--- src/rtl/edge_counter_multi.sv ---
// Multi-channel edge counter. Counts synchronised input edges in GPO-gated windows and
// emits timestamped 128-bit count records to the RTI FIFO through a round-robin arbiter.
module edge_counter_multi #(
    parameter int NUM_CH     = 4,
    parameter int DATA_WIDTH = 16
) (
    input  logic              rtio_clk,
    input  logic              rtio_resetn,
    input  logic [NUM_CH-1:0] input_sig,
    input  logic [63:0]       cmd_in,
    input  logic              valid,
    input  logic [63:0]       counter,
    input  logic              fifo_full,
    output logic              write,
    output logic [127:0]      count_out,
    output logic              busy
);

    localparam int PTR_W = (NUM_CH > 1) ? $clog2(NUM_CH) : 1;

    localparam logic [3:0] OP_START    = 4'd1;
    localparam logic [3:0] OP_STOP     = 4'd2;
    localparam logic [3:0] OP_REPORT   = 4'd3;
    localparam logic [3:0] OP_SET_MODE = 4'd4;

    localparam logic [DATA_WIDTH-1:0] CNT_MAX = '1;

    // Synchroniser chain: s1/s2 resolve metastability, s3 holds the previous level.
    logic [NUM_CH-1:0]     r_s1, r_s2, r_s3;

    logic [1:0]            r_mode     [NUM_CH];
    logic [NUM_CH-1:0]     r_running;
    logic [DATA_WIDTH-1:0] r_count    [NUM_CH];
    logic [NUM_CH-1:0]     r_sat;

    logic [NUM_CH-1:0]     r_pend;
    logic [DATA_WIDTH-1:0] r_pend_cnt [NUM_CH];
    logic [63:0]           r_pend_ts  [NUM_CH];
    logic [NUM_CH-1:0]     r_pend_sat;
    logic [NUM_CH-1:0]     r_ovr;

    logic [PTR_W-1:0]      r_ptr;

    logic [NUM_CH-1:0]     w_rise, w_fall, w_edge;
    logic [NUM_CH-1:0]     w_mask, w_start, w_stop, w_report, w_set_mode, w_snap;
    logic [DATA_WIDTH-1:0] w_inc_cnt  [NUM_CH];
    logic [NUM_CH-1:0]     w_inc_sat;
    logic [PTR_W:0]        w_cand;
    logic                  w_gnt_any, w_gnt_valid;
    logic [PTR_W-1:0]      w_gnt_ch;
    logic [NUM_CH-1:0]     w_gnt_oh;
    logic [127:0]          w_rec;
    logic                  w_unused_cmd;

    assign w_rise = r_s2 & ~r_s3;
    assign w_fall = ~r_s2 & r_s3;
    assign w_unused_cmd = ^{cmd_in[63:18], cmd_in[15:4]};

    always_comb begin
        w_mask     = valid ? cmd_in[8 +: NUM_CH] : '0;
        w_start    = (cmd_in[3:0] == OP_START)    ? w_mask : '0;
        w_stop     = (cmd_in[3:0] == OP_STOP)     ? w_mask : '0;
        w_report   = (cmd_in[3:0] == OP_REPORT)   ? w_mask : '0;
        w_set_mode = (cmd_in[3:0] == OP_SET_MODE) ? w_mask : '0;
        w_snap     = w_stop | w_report;
        w_edge     = '0;
        w_inc_sat  = r_sat;
        for (int ch = 0; ch < NUM_CH; ch++) begin
            case (r_mode[ch])
                2'b00:   w_edge[ch] = w_rise[ch];
                2'b01:   w_edge[ch] = w_fall[ch];
                2'b10:   w_edge[ch] = w_rise[ch] | w_fall[ch];
                default: w_edge[ch] = 1'b0;
            endcase
            w_inc_cnt[ch] = r_count[ch];
            // An edge arriving at all-ones is lost, so it is what marks the count saturated.
            if (r_running[ch] && w_edge[ch]) begin
                if (r_count[ch] == CNT_MAX) begin
                    w_inc_sat[ch] = 1'b1;
                end else begin
                    w_inc_cnt[ch] = r_count[ch] + 1'b1;
                end
            end
        end
    end

    // Round-robin search starting one past the last-granted channel.
    always_comb begin
        w_gnt_any = 1'b0;
        w_gnt_ch  = '0;
        w_cand    = '0;
        for (int i = 1; i <= NUM_CH; i++) begin
            w_cand = {1'b0, r_ptr} + (PTR_W+1)'(i);
            if (w_cand >= (PTR_W+1)'(NUM_CH)) begin
                w_cand = w_cand - (PTR_W+1)'(NUM_CH);
            end
            if (!w_gnt_any && r_pend[w_cand[PTR_W-1:0]]) begin
                w_gnt_any = 1'b1;
                w_gnt_ch  = w_cand[PTR_W-1:0];
            end
        end
        w_gnt_valid        = w_gnt_any & ~fifo_full;
        w_gnt_oh           = '0;
        w_gnt_oh[w_gnt_ch] = w_gnt_valid;

        w_rec                   = '0;
        w_rec[127:64]           = r_pend_ts[w_gnt_ch];
        w_rec[58:56]            = 3'(w_gnt_ch);
        w_rec[49]               = r_ovr[w_gnt_ch];
        w_rec[48]               = r_pend_sat[w_gnt_ch];
        w_rec[DATA_WIDTH-1:0]   = r_pend_cnt[w_gnt_ch];
    end

    always_ff @(posedge rtio_clk or negedge rtio_resetn) begin
        if (!rtio_resetn) begin
            r_s1       <= '0;
            r_s2       <= '0;
            r_s3       <= '0;
            r_running  <= '0;
            r_sat      <= '0;
            r_pend     <= '0;
            r_pend_sat <= '0;
            r_ovr      <= '0;
            r_ptr      <= PTR_W'(NUM_CH-1);
            write      <= 1'b0;
            count_out  <= '0;
            busy       <= 1'b0;
            for (int ch = 0; ch < NUM_CH; ch++) begin
                r_mode[ch]     <= 2'b00;
                r_count[ch]    <= '0;
                r_pend_cnt[ch] <= '0;
                r_pend_ts[ch]  <= '0;
            end
        end else begin
            r_s1  <= input_sig;
            r_s2  <= r_s1;
            r_s3  <= r_s2;
            write <= w_gnt_valid;
            busy  <= |r_pend;
            if (w_gnt_valid) begin
                count_out <= w_rec;
                r_ptr     <= w_gnt_ch;
            end
            for (int ch = 0; ch < NUM_CH; ch++) begin
                if (w_set_mode[ch]) begin
                    r_mode[ch] <= cmd_in[17:16];
                end
                if (w_start[ch]) begin
                    r_count[ch]   <= '0;
                    r_sat[ch]     <= 1'b0;
                    r_running[ch] <= 1'b1;
                end else begin
                    r_count[ch] <= w_inc_cnt[ch];
                    r_sat[ch]   <= w_inc_sat[ch];
                    if (w_stop[ch]) begin
                        r_running[ch] <= 1'b0;
                    end
                end
                if (w_gnt_oh[ch]) begin
                    r_pend[ch] <= 1'b0;
                    r_ovr[ch]  <= 1'b0;
                end
                // A slot being drained this cycle is free for the new snapshot.
                if (w_snap[ch]) begin
                    if (r_pend[ch] && !w_gnt_oh[ch]) begin
                        r_ovr[ch] <= 1'b1;
                    end else begin
                        r_pend[ch]     <= 1'b1;
                        r_pend_cnt[ch] <= w_inc_cnt[ch];
                        r_pend_ts[ch]  <= counter;
                        r_pend_sat[ch] <= w_inc_sat[ch];
                    end
                end
            end
        end
    end

endmodule

--- config.mk ---
export PLATFORM = sky130hd
export DESIGN_NAME = edge_counter_multi
export DESIGN_NICKNAME = d
export VERILOG_FILES = /design/src/rtl/edge_counter_multi.sv
export SDC_FILE = /design/constraint.sdc
export NUM_CORES = 1
export LEC_CHECK = 0
export ABC_AREA = 1
export CAP_MARGIN = 0
export CORE_MARGIN = 1
export CORE_UTILIZATION = 67
export CTS_BUF_LIST = sky130_fd_sc_hd__clkbuf_4 sky130_fd_sc_hd__clkbuf_8
export CTS_CLUSTER_DIAMETER = 200
export DETAILED_ROUTE_END_ITERATION = 16
export DONT_BUFFER_PORTS = 1
export PLACE_DENSITY = 0.79
export SYNTH_ARGS = -nofsm -noshare
export SYNTH_HDL_FRONTEND = slang
export SYNTH_SLANG_ARGS = --single-unit
--- constraint.sdc ---
create_clock -name rtio_clk -period 4.4 [get_ports rtio_clk]
set_clock_uncertainty 0.05 [all_clocks]
set_input_delay 0.88 -clock rtio_clk [delete_from_list [all_inputs] [get_ports rtio_clk]]
set_output_delay 0.88 -clock rtio_clk [all_outputs]
set_load 0.05 [all_outputs]
# After elaboration in Yosys (flattened, before gate mapping)
# Index checks and enable logic that the tools add are counted.
# word_totals
wordCells	219
out_inout_bits	130
inputBits	136
reg_bits	512
# classes
n_eq_ne	16
reduce_logical	32
add_sub_neg	12
n_mux	97
order_cmp	11
n_bitwise	17
# ops
cell	n
16-bit 2-to-1 mux	14
64-bit binary-select mux with 2-bit select	1
64-bit 2-to-1 mux	2
16-bit by 1-bit adder with 16-bit output, second input constant	4
16-bit equality test, second input constant	4
1-bit 2-to-1 mux	55
16-bit binary-select mux with 2-bit select	1
4-bit 2-to-1 mux	5
2-bit 2-to-1 mux	8
3-bit >= comparator, second input constant	5
2-bit by 3-bit less-than comparator with 1-bit output, second input constant	5
4-bit AND	3
1-bit binary-select mux with 2-bit select	6
1-bit logical AND	12
1-bit case mux with 3 select lines	4
2-bit by 1-bit equality test with 1-bit output, second input constant	4
2-bit equality test, second input constant	4
4-bit by 2-bit equality test with 1-bit output, second input constant	2
2-bit zero test	4
4-bit inverter	2
2-bit AND reduction	4
2-bit nonzero test	4
2-bit by 1-bit subtractor with 2-bit output, second input constant	4
1-bit zero test	7
13 further kinds	21

# Logic depth before layout (Yosys ltp)
# logic_depth
word_depth	24
ltp_mapped	16
ltp_nobuf	15

# Worst setup path before layout
# Ideal clock, no wire load.
# synth_path
path_kind	input port to flip-flop
from	input port valid
to	register r_pend_ts[118] (netlist name)
setup_time_ns	0.066
t_arrival_ns	2.056
required_ns	4.284
setup_slack_ns	2.228
n_path_buf	3
stages	7
path_cell_list	clkbuf_1 > nand2_1 > nor2_1 > clkbuf_1 > clkbuf_1 > nand3_1 > nand2_1
# synth_via
elab_chain_len	4
word_cells_on_any_way	5
classes_between	mux: 3; bitwise: 1; reduce/logical: 1
# synth_rtl
item	line	rtl
start, declared	11	input logic valid,
4-bit 2-to-1 mux (*)	60	w_mask = valid ? cmd_in[8 +: NUM_CH] : '0;
4-bit 2-to-1 mux, on equally long branches	62, 63	
4-bit bitwise OR (*)	65	w_snap = w_stop | w_report;
2-bit AND reduction (no source line) (*)	--	
end signal, assigned by index	170	r_pend_ts[ch] <= counter;
end, declared	38	logic [63:0] r_pend_ts [NUM_CH];
# Every way passes the cells marked *; elsewhere a longest branch is shown, timed or not.
# A chain may end at the register's enable or synchronous reset.

# Final worst setup path
# layout_path
from	register r_ptr[0]
to	register r_pend_cnt[7] (netlist name)
# layout_via
elab_chain_len	24
word_cells_on_any_way	49
classes_between	add/sub: 8; order compare: 6; mux: 22; bitwise: 3; reduce/logical: 10
# layout_rtl
item	line	rtl
start, declared	42	logic [PTR_W-1:0] r_ptr;
start signal, assigned	124	r_ptr <= PTR_W'(NUM_CH-1);
start signal, assigned	142	r_ptr <= w_gnt_ch;
2-bit by 1-bit adder with 3-bit output	93	w_cand = {1'b0, r_ptr} + (PTR_W+1)'(i);
3-bit >= comparator / 2-bit by 1-bit subtractor with 2-bit output (equally long branches)	94, 95	
2-bit 2-to-1 mux	94	if (w_cand >= (PTR_W+1)'(NUM_CH)) begin
1-bit binary-select mux with 2-bit select	97	if (!w_gnt_any && r_pend[w_cand[PTR_W-1:0]]) begin
1-bit 2-to-1 mux (not written as such)	97	
1-bit 2-to-1 mux	97	
1-bit zero test	97	
1-bit logical AND	97	
(+8 left out)	--	
1-bit logical AND (not written as such)	104	w_gnt_oh[w_gnt_ch] = w_gnt_valid;
1-bit 2-to-1 mux (not written as such)	104	
1-bit demux with 2-bit select	104	
4-bit AND (no source line) (*)	--	
1-bit zero test (*)	165	if (r_pend[ch] && !w_gnt_oh[ch]) begin
1-bit logical AND (*)	165	
1-bit inverter (no source line) (*)	--	
2-bit AND reduction (no source line) (*)	--	
end signal, assigned by index	169	r_pend_cnt[ch] <= w_inc_cnt[ch];
end, declared	37	logic [DATA_WIDTH-1:0] r_pend_cnt [NUM_CH];
# Every way passes the cells marked *; elsewhere a longest branch is shown, timed or not. The select of a mux whose other input is x is not followed.

==> results_tabular.tex <==
\begin{tabular}{lr}
\hline
Metric & Value \\
\hline
\multicolumn{2}{l}{\textbf{Outcome}} \\
\quad Status & complete, but fails checks \\
\quad Failing checks & hold timing, slew limit \\
\multicolumn{2}{l}{\textbf{Worst hold path}} \\
\quad Hold Path Class & input pin to asynchronous set/reset pin \\
\multicolumn{2}{l}{\textbf{Yosys}} \\
\quad Area of the mapped netlist & approximately 25000 um2 \\
\quad Leading cell types by total area after synthesis & sky130\_fd\_sc\_hd\_\_dfrtp\_1 51\%, sky130\_fd\_sc\_hd\_\_nand2\_1 19\%, sky130\_fd\_sc\_hd\_\_nand3\_1 11\% \\
\quad Instance count of the mapped netlist & about 3300 \\
\quad Yosys Warn Count & 0 \\
\quad Sequential cell area fraction in the yosys report & between 50\% and 60\% \\
\quad Post-synthesis register bit count & $\sim$510 \\
\quad Avg Cell Area, Syn & between 7 and 8 um2 \\
\quad Share of Yosys cell area claimed by the top area cell type & between 50\% and 60\% \\
\quad Number of distinct standard cells referenced by the synthesized netlist & 36 \\
\quad Biggest area consumer among synthesized cells & sky130\_fd\_sc\_hd\_\_dfrtp\_1 \\
\multicolumn{2}{l}{\textbf{Clock network}} \\
\quad Clock sink count & roughly 510 \\
\quad Clk slew on worst S/H paths & about 0.060 ns \\
\quad \# Post-CTS Setup Buffers & 0 \\
\quad Count of instances resized after the clock tree is built & 0 \\
\quad Maximum level of the CTS H-tree & 3 \\
\quad Clock tree from TritonCTS & yes \\
\quad Number of buffers on the longest clock path & 3 \\
\quad Number of buffers inserted during clock tree synthesis & 84 \\
\quad Clk root buf & sky130\_fd\_sc\_hd\_\_clkbuf\_8 \\
\quad Clock latency on the worst-skew pair & between 0.6 and 0.7 ns \\
\multicolumn{2}{l}{\textbf{Layout}} \\
\quad Commonest non-fill, non-tap cell in the layout & sky130\_fd\_sc\_hd\_\_nand2\_1 \\
\quad Area Growth Syn to Fin & 6.910\% \\
\quad Layout cell share with drive strength beyond 1 & under 10\% \\
\quad Antenna diodes & 0 \\
\quad Commonest cells after routing, fill and taps aside & 1298 x sky130\_fd\_sc\_hd\_\_nand2\_1, 540 x sky130\_fd\_sc\_hd\_\_nand3\_1, 510 x sky130\_fd\_sc\_hd\_\_dfrtp\_1 \\
\quad Net count reported at finish & about 3300 \\
\multicolumn{2}{l}{\textbf{Worst setup path}} \\
\quad Maximum fanout along the worst path & a little over 80 \\
\quad Data arrival time of the critical path & $\sim$4.4 ns \\
\quad Worst endpoint required time & 4.93 ns \\
\quad Kind of end point of the critical path & flop \\
\quad Start-to-end type of the worst setup path & flop to flop \\
\quad Worst-case register-to-register setup slack & roughly 0.50 ns \\
\quad Worst setup SP type & flop \\
\multicolumn{2}{l}{\textbf{Route}} \\
\quad Met3 wire length & 6139 um \\
\quad Detailed-router iteration count before antenna repair & 7 \\
\quad Average detailed-routed wire length per instance & 18.23 um \\
\quad Vias per Instance & approximately 5.9 \\
\quad Detailed-route wire length & around 68000 um \\
\quad DRT antenna net count & 0 \\
\quad Routed metal-1 wire length & roughly 27000 um \\
\quad Uppermost layer routed & met4 \\
\quad Wire length on met2 & $\sim$32000 um \\
\quad Total number of vias & around 22000 \\
\quad First-iteration detailed-routing DRC count & 2180 \\
\quad Total DRC errors in the routed layout & 0 \\
\multicolumn{2}{l}{\textbf{Job}} \\
\quad Max-cap violation count & 0 \\
\multicolumn{2}{l}{\textbf{STA}} \\
\quad Post-route fraction of the period consumed by the critical path & 88.67\% \\
\quad Final period demand of the worst path & just under 4 ns \\
\quad Worst slew margin relative to its limit & -20.51\% \\
\quad Maximum operating frequency & 256.3 MHz \\
\quad Final setup violation count & 0 \\
\quad Total count of max-transition violations in the final report & 175 \\
\quad RSZ-0062 raised after global routing & false \\
\quad Final hold violation count & $\sim$160 \\
\quad Slew at the pin with the worst max-slew slack & roughly 1.8 ns \\
\quad WHS & -0.1161 ns \\
\quad Final setup margin & approximately 0.50 ns \\
\quad Total negative slack for setup checks & 0 ns \\
\multicolumn{2}{l}{\textbf{Floorplan}} \\
\quad Std-Cell Core Area & around 37000 um2 \\
\quad Die outline area & between 30000 and 40000 um2 \\
\quad Starting utilization of the core area & 68.42\% \\
\quad Number of rows in the core area & 70 \\
\quad Width of the die & 195.8 um \\
\quad Vertical die dimension & approximately 200 um \\
\quad Top-Level Pins & approximately 270 \\
\multicolumn{2}{l}{\textbf{Global route}} \\
\quad Total routing usage reported by global routing & between 30\% and 40\% \\
\quad First-pass GRT wire length & 109900 um \\
\quad Pin count of the biggest net entering global routing & $\sim$500 \\
\quad Overall overflow remaining after global route & 0 \\
\quad Via count of the first global-routing pass & around 21000 \\
\quad Initial antenna violation count & 0 \\
\multicolumn{2}{l}{\textbf{Placed design}} \\
\quad Setup Slack @ Placement & about 0.56 ns \\
\quad \# port buffers & 0 \\
\quad Half-perimeter wire length after detailed placement & 37980 um \\
\quad Routability Congestion & 0.8436 \\
\multicolumn{2}{l}{\textbf{Pwr}} \\
\quad Power density over cell area & just over 800 nW/um2 \\
\quad Leakage power of the design & $\sim$14 nW \\
\quad Largest vdd supply drop & 0.6260 mV \\
\hline
\end{tabular}
## flip-flops by register name, indices dropped and copies added, names as in the netlist, 8 cells and up
| register | cells |
|---|---|
| r_count | 64 |
| r_pend_cnt | 64 |
| r_pend_ts | 256 |
| count_out | 84 |
| r_mode | 8 |
## layer usage
metal  vias to the layer above  GRT usage (%)
met3                       153          7.409
met1                     10470          47.29
met2                       941          59.19
met4                         0          14.41
met5                         -              0
li1                      10140              -
## final cells by class
type	instances	area, um2
flip-flops and latches	512	12810
multi-input cells	2318	10560
fillers	2906	9878
clock buffers	130	1608
inverters	236	885.9
well taps	468	585.6
repair buffers	30	287.8
clock inverters	15	167.7
## Yosys cell counts
master,count
sky130_fd_sc_hd__nor3_1,32
sky130_fd_sc_hd__inv_2,8
sky130_fd_sc_hd__o21a_1,1
sky130_fd_sc_hd__ha_1,12
sky130_fd_sc_hd__buf_2,75
sky130_fd_sc_hd__dfrtp_1,510
sky130_fd_sc_hd__nand3_1,541
sky130_fd_sc_hd__clkinv_1,1
sky130_fd_sc_hd__nor2_1,80
sky130_fd_sc_hd__nor4_1,2
sky130_fd_sc_hd__conb_1,1
sky130_fd_sc_hd__xnor2_1,9
sky130_fd_sc_hd__and2_1,20
sky130_fd_sc_hd__o211ai_1,54
sky130_fd_sc_hd__nor3b_1,3
sky130_fd_sc_hd__nand4_1,18
sky130_fd_sc_hd__buf_1,11
sky130_fd_sc_hd__nor2_2,2
sky130_fd_sc_hd__a21o_1,1
sky130_fd_sc_hd__nand2_2,1
sky130_fd_sc_hd__o21ai_0,57
sky130_fd_sc_hd__inv_1,227
sky130_fd_sc_hd__o2111ai_1,1
sky130_fd_sc_hd__buf_4,63
sky130_fd_sc_hd__clkbuf_1,84
sky130_fd_sc_hd__dfstp_2,2
sky130_fd_sc_hd__nand3_2,1
sky130_fd_sc_hd__o21ai_1,1
sky130_fd_sc_hd__o21bai_2,1
sky130_fd_sc_hd__xor2_1,29
sky130_fd_sc_hd__nand2_1,1306
sky130_fd_sc_hd__nand3b_1,61
sky130_fd_sc_hd__a211oi_1,1
sky130_fd_sc_hd__a31oi_1,4
sky130_fd_sc_hd__a21oi_1,35
sky130_fd_sc_hd__a21boi_0,1
## cells by family after synthesis
| group | synth area share (%) |
|---|---|
| other cells | 0.01490 |
| fa+ha+maj | 0.5966 |
| xor+xnor | 1.322 |
| simple gates | 35.08 |
| flops | 50.92 |
| buf+inv | 8.307 |
| compound gates | 3.758 |
## where the power goes
part | total, mW | switching (mW) | internal, mW
registers | 8.83 | 2.32 | 6.52
clock network | 4.38 | 1.88 | 2.49
logic | 8.74 | 6.11 | 2.63
total | 22.0 | 10.3 | 11.6
## worst max-delay path, stage by stage, from the launching register on
cell	delay, ns
sky130_fd_sc_hd__dfstp_2	0.67
sky130_fd_sc_hd__inv_2	0.13
sky130_fd_sc_hd__nand2_1	0.08
sky130_fd_sc_hd__nand2_1	0.08
sky130_fd_sc_hd__nand2_1	0.11
sky130_fd_sc_hd__nand2_1	0.09
sky130_fd_sc_hd__inv_2	0.08
sky130_fd_sc_hd__nand2_1	0.08
sky130_fd_sc_hd__nand2_4	0.38
sky130_fd_sc_hd__nand2_8	0.36
sky130_fd_sc_hd__nor2_2	0.26
sky130_fd_sc_hd__nand2_1	0.14
sky130_fd_sc_hd__nand2_4	0.11
sky130_fd_sc_hd__buf_4	0.83
sky130_fd_sc_hd__nand3_1	0.21
sky130_fd_sc_hd__nand2_1	0.14
## path summary, 6_finish.rpt
check	startpoint	to	cells after the start
min in group rtio_clk	input_sig[1]	r_s1[1]$_DFF_PN0_	0
worst max register to register	r_ptr[0]$_DFFE_PN1P_	r_pend_cnt[7]$_DFFE_PN0P_	15
worst max-delay path	r_ptr[0]$_DFFE_PN1P_	r_pend_cnt[7]$_DFFE_PN0P_	15
worst min-delay path	rtio_resetn	count_out[83]$_DFFE_PN0P_	0
max in group asynchronous	rtio_resetn	r_count[30]$_DFF_PN0_	0
worst min register to register	r_s1[0]$_DFF_PN0_	r_s2[0]$_DFF_PN0_	0
## stage by stage
| step | instances | hold WS [ns] | power (mW) | utilization, % | instance area [um2] |
|---|---|---|---|---|---|
| floorplan | 3299 | 0.2812 | 15.20 | - | 25330 |
| global placement | 3564 | 0.2866 | 17.16 | 68.32 | 25130 |
| detailed placement | 3564 | 0.2863 | 17.46 | 68.32 | 25130 |
| CTS | 3709 | -0.1480 | 21.89 | 73.15 | 26910 |
| global route | 3709 | -0.1575 | 23.51 | 73.15 | 26910 |
| finish | 3709 | -0.1161 | 21.95 | 73.15 | 26910 |
Power figures use the tool's default switching activity.
